--- src/rtl/lcd_dma_if.sv ---
// lcd_dma_if: CPU-bus handshake, source read port and VRAM write port of the VRAM DMA writer.
interface lcd_dma_if #(
   parameter int VRAM_AW = 13
);
   logic               bus_req;
   logic               bus_gnt;
   logic [15:0]        mem_addr;
   logic               mem_rd;
   logic [7:0]         mem_din;
   logic [VRAM_AW-1:0] vram_addr;
   logic [7:0]         vram_dout;
   logic               vram_we;
   modport master (
      output bus_req, mem_addr, mem_rd, vram_addr, vram_dout, vram_we,
      input  bus_gnt, mem_din
   );
   modport slave (
      input  bus_req, mem_addr, mem_rd, vram_addr, vram_dout, vram_we,
      output bus_gnt, mem_din
   );
endinterface

--- src/rtl/lcd_dma.sv ---
// lcd_dma: copies len*BLK_BYTES bytes from CPU space into LCD VRAM while holding the CPU bus.
// Define LCD_DMA_IRQ_EN to build the completion interrupt flag.
module lcd_dma #(
   parameter int BLK_BYTES = 16,
   parameter int VRAM_AW   = 13
) (
   input  logic       clk,
   input  logic       reset,
   input  logic [2:0] reg_addr,
   input  logic [7:0] reg_din,
   input  logic       reg_we,
   output logic [7:0] reg_dout,
   output logic       busy,
   output logic       irq,
   lcd_dma_if.master  bus
);
   localparam int CW = $clog2(256 * BLK_BYTES + 1);
   typedef enum logic [2:0] {IDLE, REQ, RD, WR, DONE} state_t;
   state_t        state;
   logic [15:0]   src, dst;
   logic [7:0]    len;
   logic [CW-1:0] cnt;
   logic          req, we, irq_flag, last, ctrl_wr;
   assign last    = cnt == CW'(1);
   assign ctrl_wr = state == IDLE && reg_we && reg_addr == 3'd5;
   always_ff @(posedge clk) begin
      if (reset) begin
         state <= IDLE;
         src   <= '0;
         dst   <= '0;
         len   <= '0;
         cnt   <= '0;
         busy  <= 1'b0;
         req   <= 1'b0;
         we    <= 1'b0;
      end else begin
         case (state)
            IDLE: if (reg_we) begin
               case (reg_addr)
                  3'd0: src[7:0]  <= reg_din;
                  3'd1: src[15:8] <= reg_din;
                  3'd2: dst[7:0]  <= reg_din;
                  3'd3: dst[15:8] <= reg_din;
                  3'd4: len       <= reg_din;
                  3'd5: if (reg_din[7]) begin
                     state <= REQ;
                     busy  <= 1'b1;
                     req   <= 1'b1;
                     // len of zero encodes 256 blocks via the ninth bit
                     cnt   <= CW'({~|len, len}) * CW'(BLK_BYTES);
                  end
                  default: ;
               endcase
            end
            REQ: if (bus.bus_gnt) state <= RD;
            RD: begin
               state <= bus.bus_gnt ? WR : REQ;
               we    <= bus.bus_gnt;
            end
            WR: begin
               we                 <= 1'b0;
               src                <= src + 16'd1;
               dst[VRAM_AW-1:0]   <= dst[VRAM_AW-1:0] + VRAM_AW'(1);
               cnt                <= cnt - CW'(1);
               state              <= last ? DONE : RD;
               busy               <= ~last;
               req                <= ~last;
            end
            default: state <= IDLE;
         endcase
      end
   end
`ifdef LCD_DMA_IRQ_EN
   always_ff @(posedge clk) begin
      if (reset) irq_flag <= 1'b0;
      else if (ctrl_wr && reg_din[0]) irq_flag <= 1'b0;
      else if (state == WR && last) irq_flag <= 1'b1;
   end
`else
   assign irq_flag = 1'b0;
`endif
   assign irq           = irq_flag;
   assign bus.bus_req   = req;
   assign bus.mem_rd    = state == RD && bus.bus_gnt;
   assign bus.mem_addr  = src;
   assign bus.vram_addr = dst[VRAM_AW-1:0];
   assign bus.vram_dout = bus.mem_din;
   assign bus.vram_we   = we;
   assign reg_dout = reg_addr == 3'd0 ? src[7:0]  :
                     reg_addr == 3'd1 ? src[15:8] :
                     reg_addr == 3'd2 ? dst[7:0]  :
                     reg_addr == 3'd3 ? dst[15:8] :
                     reg_addr == 3'd4 ? len       :
                     reg_addr == 3'd5 ? {busy, 6'b0, irq_flag} : 8'h00;
endmodule

--- src/flat_wrapper.sv ---
// flat-port wrapper written by rule: the top's interface ports become plain ports
module lcd_dma_flat 
#(
   parameter int BLK_BYTES = 16,
   parameter int VRAM_AW   = 13
)
  (clk, reset, reg_addr, reg_din, reg_we, reg_dout, busy, irq, bus_bus_req, bus_mem_addr, bus_mem_rd, bus_vram_addr, bus_vram_dout, bus_vram_we, bus_bus_gnt, bus_mem_din);
  lcd_dma_if #(.VRAM_AW(VRAM_AW)) bus_i ();
  input  logic clk;
  input  logic reset;
  input  logic [2:0] reg_addr;
  input  logic [7:0] reg_din;
  input  logic reg_we;
  output logic [7:0] reg_dout;
  output logic busy;
  output logic irq;
  output wire logic [$bits(bus_i.bus_req)-1:0] bus_bus_req;
  output wire logic [$bits(bus_i.mem_addr)-1:0] bus_mem_addr;
  output wire logic [$bits(bus_i.mem_rd)-1:0] bus_mem_rd;
  output wire logic [$bits(bus_i.vram_addr)-1:0] bus_vram_addr;
  output wire logic [$bits(bus_i.vram_dout)-1:0] bus_vram_dout;
  output wire logic [$bits(bus_i.vram_we)-1:0] bus_vram_we;
  input wire logic [$bits(bus_i.bus_gnt)-1:0] bus_bus_gnt;
  input wire logic [$bits(bus_i.mem_din)-1:0] bus_mem_din;
  assign bus_bus_req = bus_i.bus_req;
  assign bus_mem_addr = bus_i.mem_addr;
  assign bus_mem_rd = bus_i.mem_rd;
  assign bus_vram_addr = bus_i.vram_addr;
  assign bus_vram_dout = bus_i.vram_dout;
  assign bus_vram_we = bus_i.vram_we;
  assign bus_i.bus_gnt = bus_bus_gnt;
  assign bus_i.mem_din = bus_mem_din;
  lcd_dma #(.BLK_BYTES(BLK_BYTES), .VRAM_AW(VRAM_AW)) u_core (.clk(clk), .reset(reset), .reg_addr(reg_addr), .reg_din(reg_din), .reg_we(reg_we), .reg_dout(reg_dout), .busy(busy), .irq(irq), .bus(bus_i));
endmodule
--- config.mk ---
export PLATFORM = sky130hd
export DESIGN_NAME = lcd_dma_flat
export DESIGN_NICKNAME = d
export VERILOG_FILES = /design/src/rtl/lcd_dma_if.sv /design/src/rtl/lcd_dma.sv /design/src/flat_wrapper.sv
export SDC_FILE = /design/constraint.sdc
export NUM_CORES = 1
export LEC_CHECK = 0
export ABC_AREA = 1
export ABC_CLOCK_PERIOD_IN_PS = 1600
export BUFFER_PORTS_ARGS = -buffer_cell sky130_fd_sc_hd__buf_2
export CORE_MARGIN = 4
export CORE_UTILIZATION = 56
export CTS_CLUSTER_SIZE = 12
export DETAILED_ROUTE_END_ITERATION = 6
export GPL_TIMING_DRIVEN = 0
export HOLD_SLACK_MARGIN = 0.1
export PLACE_DENSITY = 0.81
export SYNTH_ARGS = -nofsm -noshare
export SYNTH_HDL_FRONTEND = slang
export SYNTH_SLANG_ARGS = --single-unit
export TNS_END_PERCENT = 1
--- constraint.sdc ---
create_clock -name clk -period 1.6 [get_ports clk]
set_input_delay 0.24 -clock clk [delete_from_list [all_inputs] [get_ports clk]]
set_output_delay 0.24 -clock clk [all_outputs]
set_load 0.03 [all_outputs]
# Word-level counts from Yosys, hierarchy flattened

Cells that the tools add are included.

Register bits after elaboration: 58
Output and inout port bits: 50
Logic and storage cells: 76

Eq/ne operators: 17
Reductions and logical operators: 15
Bitwise gates (word level): 1
$add $sub $neg: 3
Multiplexer cells: 30

Operators with widths:

| operator              | number |
|---|---|
| $mux 8                | 9 |
| $mux 13               | 4 |
| $pmux 13 s2           | 2 |
| $pmux 16 s2           | 1 |
| $reduce_and 3->1      | 6 |
| $add 16x1->16 const B | 1 |
| $mux 16               | 1 |
| $ne 2x2->1 const B    | 8 |
| $mux 3                | 5 |
| $add 13x1->13 const B | 1 |
| $eq 13x1->1 const B   | 1 |
| $sub 13x1->13 const B | 1 |
| $eq 3x2->1 const B    | 4 |
| $pmux 3 s4            | 1 |
| $reduce_and 4->1      | 2 |
| $reduce_or 8->1       | 1 |
| $eq 3x1->1 const B    | 2 |
| $eq 3x3->1 const B    | 2 |
| $logic_not 3->1       | 2 |
| $mux 5                | 1 |
| $pmux 1 s2            | 2 |
| $reduce_bool 2->1     | 2 |
| $mux 1                | 3 |
| $mux 2                | 1 |
| 3 further kinds       | 3 |

# Longest topological paths before layout

Gate-level depths: netlist of run 1.

Depth after elaboration: 7
Depth in mapped cells: 11

# Least setup slack after synthesis of run 1

OpenSTA, ideal clock, no wires.

Path type: reg2reg
Start: register u_core.src[0], in the netlist u_core.bus.mem_addr[0]
End: register u_core.src[10], in the netlist u_core.bus.mem_addr[10]
Arrival: 1510 ps
Clock period less this slack: 1619 ps
Buffers on the path: 0
Path slack: -19 ps
Stages on the path, launching flop included: 11
Cells stage by stage: dfxtp_1 ha_1 nand2_1 inv_1 nand2_1 nor2_1 nand3_1 nand3_1 nand3_1 nand2_1 inv_1

Cells in the longest elaborated chain, start to end: 2

RTL lines:

| what                     | RTL line      | source |
|---|---|---|
| start: declaration       | lcd_dma.sv:20 | `logic [15:0] src, dst;` |
| start signal: assignment | lcd_dma.sv:40 | `3'd0: src[7:0] <= reg_din;` |
| start signal: assignment | lcd_dma.sv:62 | `src <= src + 16'd1;` |
| $add 16x1->16            | lcd_dma.sv:62 |  |
| $pmux 16 s2              | lcd_dma.sv:37 | `case (state)` |

Every way passes these cells.
A chain may end at the register's enable or synchronous reset.

# Worst setup path in the final report of run 1

Start: input port reg_addr[2]
End: output port reg_dout[0]

Cells in the longest elaborated chain, start to end: 6
Elaborated cells on any way between the ends: 10

RTL lines:

| what               | RTL line           | source |
|---|---|---|
| start: declaration | flat_wrapper.sv:11 | `input logic [2:0] reg_addr;` |
| $eq 3x3->1         | lcd_dma.sv:93      | `reg_addr == 3'd4 ? len :` |
| $mux 8             | lcd_dma.sv:93      |  |
| $mux 8             | lcd_dma.sv:92      | `reg_addr == 3'd3 ? dst[15:8] :` |
| $mux 8             | lcd_dma.sv:91      | `reg_addr == 3'd2 ? dst[7:0] :` |
| $mux 8             | lcd_dma.sv:90      | `reg_addr == 3'd1 ? src[15:8] :` |
| $mux 8 (*)         | lcd_dma.sv:89      | `assign reg_dout = reg_addr == 3'd0 ? src[7:0] :` |
| end: declaration   | flat_wrapper.sv:14 | `output logic [7:0] reg_dout;` |

Every way passes the cells marked *; elsewhere a longest branch is shown, timed or not.

==> metrics.txt, run 1 <==
status finished, violations left; failing checks negative setup slack; Final ANT Viol Nets 0; critical path's slowest cell nor2_4; hold worst-path end u_core.len[6]$_SDFFE_PP0P_; crit path capture type output pin; vias per inst 5.80; initial antenna violation count 0; global-route wire length before repair around 19000 microns; CP Launch Type input pin; Tot GR Track Use 0.290; cell with the most instances after synthesis nand2_1; reg-to-reg endpoint u_core.len[5]$_SDFFE_PP0P_; fin worst setup slack -51.9 ps; port buffer count 62; cell area after synthesis 0.00380 sq mm; clk_lat worst skew 350 ps; Setup Skew 6.50 ps; largest stage delay on the critical path 190 ps; share of the synthesized area in the top cell type 0.305; FILL cells 561; width of the die around 90 microns; IO Pins 73; syn avg cell area 6.20 sq um; Synthesis Warnings 0; detailed-placement wirelength estimate between 8000 and 9000 microns; hold depth 3; Max IR drop VDD 543 uV; beginning of the worst hold path reg_din[6]; Inserted Clock Buffers 9; most area-hungry cell type in the Yosys netlist dfxtp_1; Critical Path Fanout Max 5; CTS tree done; count of final hold-check violations 0; remaining global-route overflow 0; total of max-cap violations 0; Via Count 4491; Pre-Repair DR Iteration Count 5; post-synthesis sequential area ratio 0.305; prevailing post-synth register cell dfxtp_1; cells on worst reg2reg path 9; GP Congestion around 1.0; final core occ 0.722; CTS root buffer clkbuf_8; RSZ-0062 raised after global routing yes; Gate Count Post-Synth 613; WP buf/inv 4; wire per inst 16.0 microns; minimum clock period around 1700 ps; Finished Layout Cells 774; htree depth 3; clk sinks between 50 and 60; multi-input combinational cell area 0.00225 sq mm; worst setup path class in -> out; Cell variety after synth 35; Core Footprint around 0.0065 sq mm; fin. max-slew vios 0; Worst EP arrival 1410 ps; clock transition at the registers of the reported paths 70 ps; cell depth of the worst setup path 9; Synth area leaders dfxtp_1, nand2_1, a21oi_1; final setup violation count 4; r2r setup slk 60 ps; most used cell, CP inv_2; Routed WL 12400 microns; FF-to-FF Start u_core.state[2]$_SDFFE_PP0P_; Die Span Y 90.4 microns; Sum Neg Setup Slack -114 ps; die area 0.00817 sq mm; FFs w/ async S/R, synth 0; # DRC 0; Fin Hold WS 190 ps; Storage cell area 0.00118 sq mm; row count 29; area grow syn2layout 22.6%; vias in the first global route 3982; power per cell area between 700 and 800 mW/mm^2; EDFF count, synth 0; final worst path period share 1.03; Initial DRC Count 392; Hold Path Class in -> reg; cts-stage hold buffer count 0; Synth top cells by count nand2_1, nor2_1, inv_1; Leak between 2 and 2.5 nW; Placed Cells 752; share of cells above drive strength 1 0.274; Yosys reg bits 58; # nets final roughly 720; largest net degree at the start of global routing 11; Initial Util 0.589; CTS Buffer Depth 2; crit-path cells buf_2 -> inv_2 -> nand2_2 -> nor2_4 -> inv_2 -> o22ai_1 -> a21oi_1 -> nand3_1 -> buf_6; Worst Tran Pin Value 658 ps; Crit path required time 1360 ps; # diodes 0; fmax 605 MHz; syn nets 640; max_slew headroom 0.561; dominant delay contributor by cell family on the critical path buffers and inverters
==> timing repair <==
item | CTS | global route
endpoints found under the setup margin | 21 | 46
pin swaps | 0 | 7
gates cloned | 0 | 0
resized for setup | 12 | 55
buffers inserted | 0 | 6
==> cells in the final DEF, fill, tap and decap left out, drive strengths merged <==
master    Yosys  final
clkinvlp      0      1
a221oi        2      2
dfxtp        58     58
a211oi        1      1
nor2         75     75
inv          78     78
or2           2      2
o2111ai       1      1
ha            4      4
buf          30     96
a21oi        60     60
xnor2         2      2
o211ai        3      3
nand3b        1      1
nand4        11     11
nand3        46     46
clkinv        0      2
a31oi         1      1
o21ai        67     67
o21bai        2      2
o211a         2      2
o21a          1      1
conb          1      1
clkbuf        7     20
o22ai         5      5
bufinv        0      2
xor2          3      3
nand2       138    138
nor3         12     12
==> metrics by stage <==
| stage | cell area [sq um] | total power, W | worst slack (ps) |
|---|---|---|---|
| after floorplan | 3810 | 0.00185 | 69.2 |
| after global placement | 4210 | 0.00199 | -167 |
| after detailed placement | 4210 | 0.00199 | -190 |
| after CTS | 4470 | 0.00351 | -135 |
| after global routing | 4660 | 0.00366 | -84.2 |
| final | 4660 | 0.00356 | -51.9 |
==> per-layer routing <==
metal	vias to the layer above	global-route usage	routed length, microns
li1	2159	-	-
met2	266	0.484	5650
met3	49	0.0525	1140
met1	2017	0.359	5080
met4	0	0.139	528
met5	-	0	0
==> report_power, final <==
group | internal [W] | total [W] | switching [W] | leakage, nW
clock network | 0.000914 | 0.00155 | 0.000638 | 0.109
logic | 0.000157 | 0.000482 | 0.000325 | 1.51
registers | 0.00148 | 0.00153 | 0.0000467 | 0.477
total | 0.00255 | 0.00356 | 0.00101 | 2.10
==> tightest hold or removal path, stage by stage <==
cell	delay, ps
buf_2	70
inv_1	70
a21oi_1	120
==> cell type report <==
| cell class | count | area share |
|---|---|---|
| multi-input cells | 440 | 0.483 |
| flip-flops and latches | 58 | 0.253 |
| repair buffers | 68 | 0.0802 |
| inverters | 78 | 0.0633 |
| plain buffers | 37 | 0.0531 |
| clock buffers | 11 | 0.0303 |
| well taps | 77 | 0.0207 |
| clock inverters | 5 | 0.0166 |
==> registers in the layout, summed over array words and instances (netlist names) <==
name                 flops
u_core.state             3
u_core.bus.mem_addr     16
u_core.dst              16
u_core.cnt              13
u_core.bus.bus_req       1
u_core.len               8
u_core.bus.vram_we       1
==> worst max-delay path by stage <==
stage,endpoint,from
final,reg_dout[0],reg_addr[2]
after global routing,reg_dout[0],reg_addr[2]
after detailed placement,reg_dout[3],reg_addr[2]
after floorplan,u_core.bus.vram_we$_SDFFE_PP0P_,u_core.state[1]$_SDFFE_PP0P_
after global placement,reg_dout[2],reg_addr[2]
after CTS,reg_dout[6],u_core.dst[6]$_SDFFE_PP0P_
==> cell families after synthesis <==
family	synth area share
other	0.000986
XOR/XNOR	0.0115
AO/OA/AOI/OAI	0.206
adder cells (fa/ha/maj)	0.0132
buffers and inverters	0.139
flip-flops	0.305
AND/OR/NAND/NOR	0.324
Note: power is estimated with default switching activity, not from simulation.
==> run 2, diff against run 1 <==
CORE_ASPECT_RATIO = 0.6   (was default)
==> metrics.txt, run 2 (synthesis gave the netlist of run 1 again) <==
status finished, violations left; failing checks negative setup slack; M3 GR Usage 0.110; port buffer count 62; RSZ-0062 raised after global routing yes; Inserted Clock Buffers 9; row count 22; GRT busiest layer met1; GR Util met1 0.469; CTS tree done; power per cell area 849 mW/mm^2; CP Launch Type input pin; most frequent cells in the layout nand2_1, nor2_1, buf_2, a21oi_1, inv_1; wire per inst ~17 microns; Max IR drop VDD 704 uV; GP Congestion 0.977; worst setup path class in -> out; Setup Skew around 7.1 ps; Worst EP arrival 1380 ps; most common cell after layout, fill and taps aside nand2_1; clk sinks 58; Critical Path Fanout Max 6; crit path capture type output pin; share of cells above drive strength 1 0.261; Core Footprint 0.00633 sq mm; Final ANT Viol Nets 0; Tot GR Track Use 0.317; Die Span Y 71.8 microns; Final Power 0.00403 W; area grow syn2layout 24.8%; Pre-Repair DR Iteration Count 5; vias in the first global route 3955; global-route wire length before repair 20400 microns; fmax 619 MHz; cts-stage hold buffer count 0; # diodes 0; htree depth 3; total of max-cap violations 0; Sum Neg Setup Slack -21.9 ps; largest net degree at the start of global routing 11; Initial Util 0.601; Initial DRC Count 643; # nets final 720; CTS root buffer clkbuf_16; Crit path required time 1360 ps; remaining global-route overflow 0; Worst Tran Pin Value 736 ps; CTS Buffer Depth 2; fin worst setup slack -16.7 ps; minimum clock period between 1500 and 2000 ps; Hold Path Class in -> reg; Routed WL between 10000 and 15000 microns; grt met2 use 0.433; fin. max-slew vios 0; final setup violation count 2; IO Pins 73; final worst path period share 1.01; Leak approximately 2.1 nW; die area roughly 0.008 sq mm; clock transition at the registers of the reported paths 50 ps; detailed-placement wirelength estimate 9900 microns; # DRC 0; initial antenna violation count 0; width of the die ~110 microns; count of final hold-check violations 0; clk_lat worst skew between 300 and 400 ps; max_slew headroom 0.509; vias per inst 5.96; Via Count 4651
## run 2: cell type report
cell class                      instances  area [sq um]
Buffer                                 37           243
Clock buffer                           12           236
Clock inverter                          3          65.1
Fill cell                             542          1590
Inverter                               78           293
Multi-Input combinational cell        441          2260
Sequential cell                        58          1180
Tap cell                               84           105
Timing Repair Buffer                   68           370
## run 2: repair_timing
item                                    4_1_cts  5_1_grt
gates cloned                                  0        1
setup buffers                                 0        6
resized for setup                            20       41
pin swaps                                     1        7
endpoints found under the setup margin       28       49
## run 2: worst paths after layout
path	from	end	slack [ps]	depth (start not counted)
min	reg_din[4]	u_core.len[4]$_SDFFE_PP0P_	220	3
max	reg_addr[2]	reg_dout[0]	-20	9
max reg2reg	u_core.state[1]$_SDFFE_PP0P_	u_core.dst[10]$_SDFFE_PP0P_	40	8
min reg2reg	u_core.bus.vram_we$_SDFFE_PP0P_	u_core.bus.vram_we$_SDFFE_PP0P_	490	2
## run 2: per-stage QoR
| step | hold WS [ps] | std cells | util | cell area, sq um | setup slack [ps] |
|---|---|---|---|---|---|
| 6_report | 217 | 781 | 0.750 | 4750 | -16.7 |
| 2_1_floorplan | 403 | 613 | - | 3810 | 69.2 |
| 3_3_place_gp | 470 | 759 | 0.667 | 4220 | -151 |
| 5_1_grt | 236 | 781 | 0.750 | 4750 | -57.6 |
| 3_5_place_dp | 485 | 759 | 0.667 | 4220 | -261 |
| 4_1_cts | 213 | 774 | 0.725 | 4590 | -71.0 |
## run 2: power by group
group	total (W)	internal (W)	switching, W
Sequential	0.00153	0.00148	0.0000490
Clock	0.00201	0.00135	0.000653
Combinational	0.000489	0.000154	0.000334
Total	0.00403	0.00299	0.00104
## run 2: per-layer routing
layer	routed length, microns	share of wire
met4	152	0.011
met1	5990	0.45
met3	1900	0.14
met5	0	0
met2	5400	0.40
## run 2: worst max-delay path, cell delays in order
cell      delay [ps]
clkbuf_4         160
inv_2             90
nand2_4           70
nor2_4           190
inv_2            100
o22ai_1          180
a21oi_1           70
nand3_1           70
buf_2            200
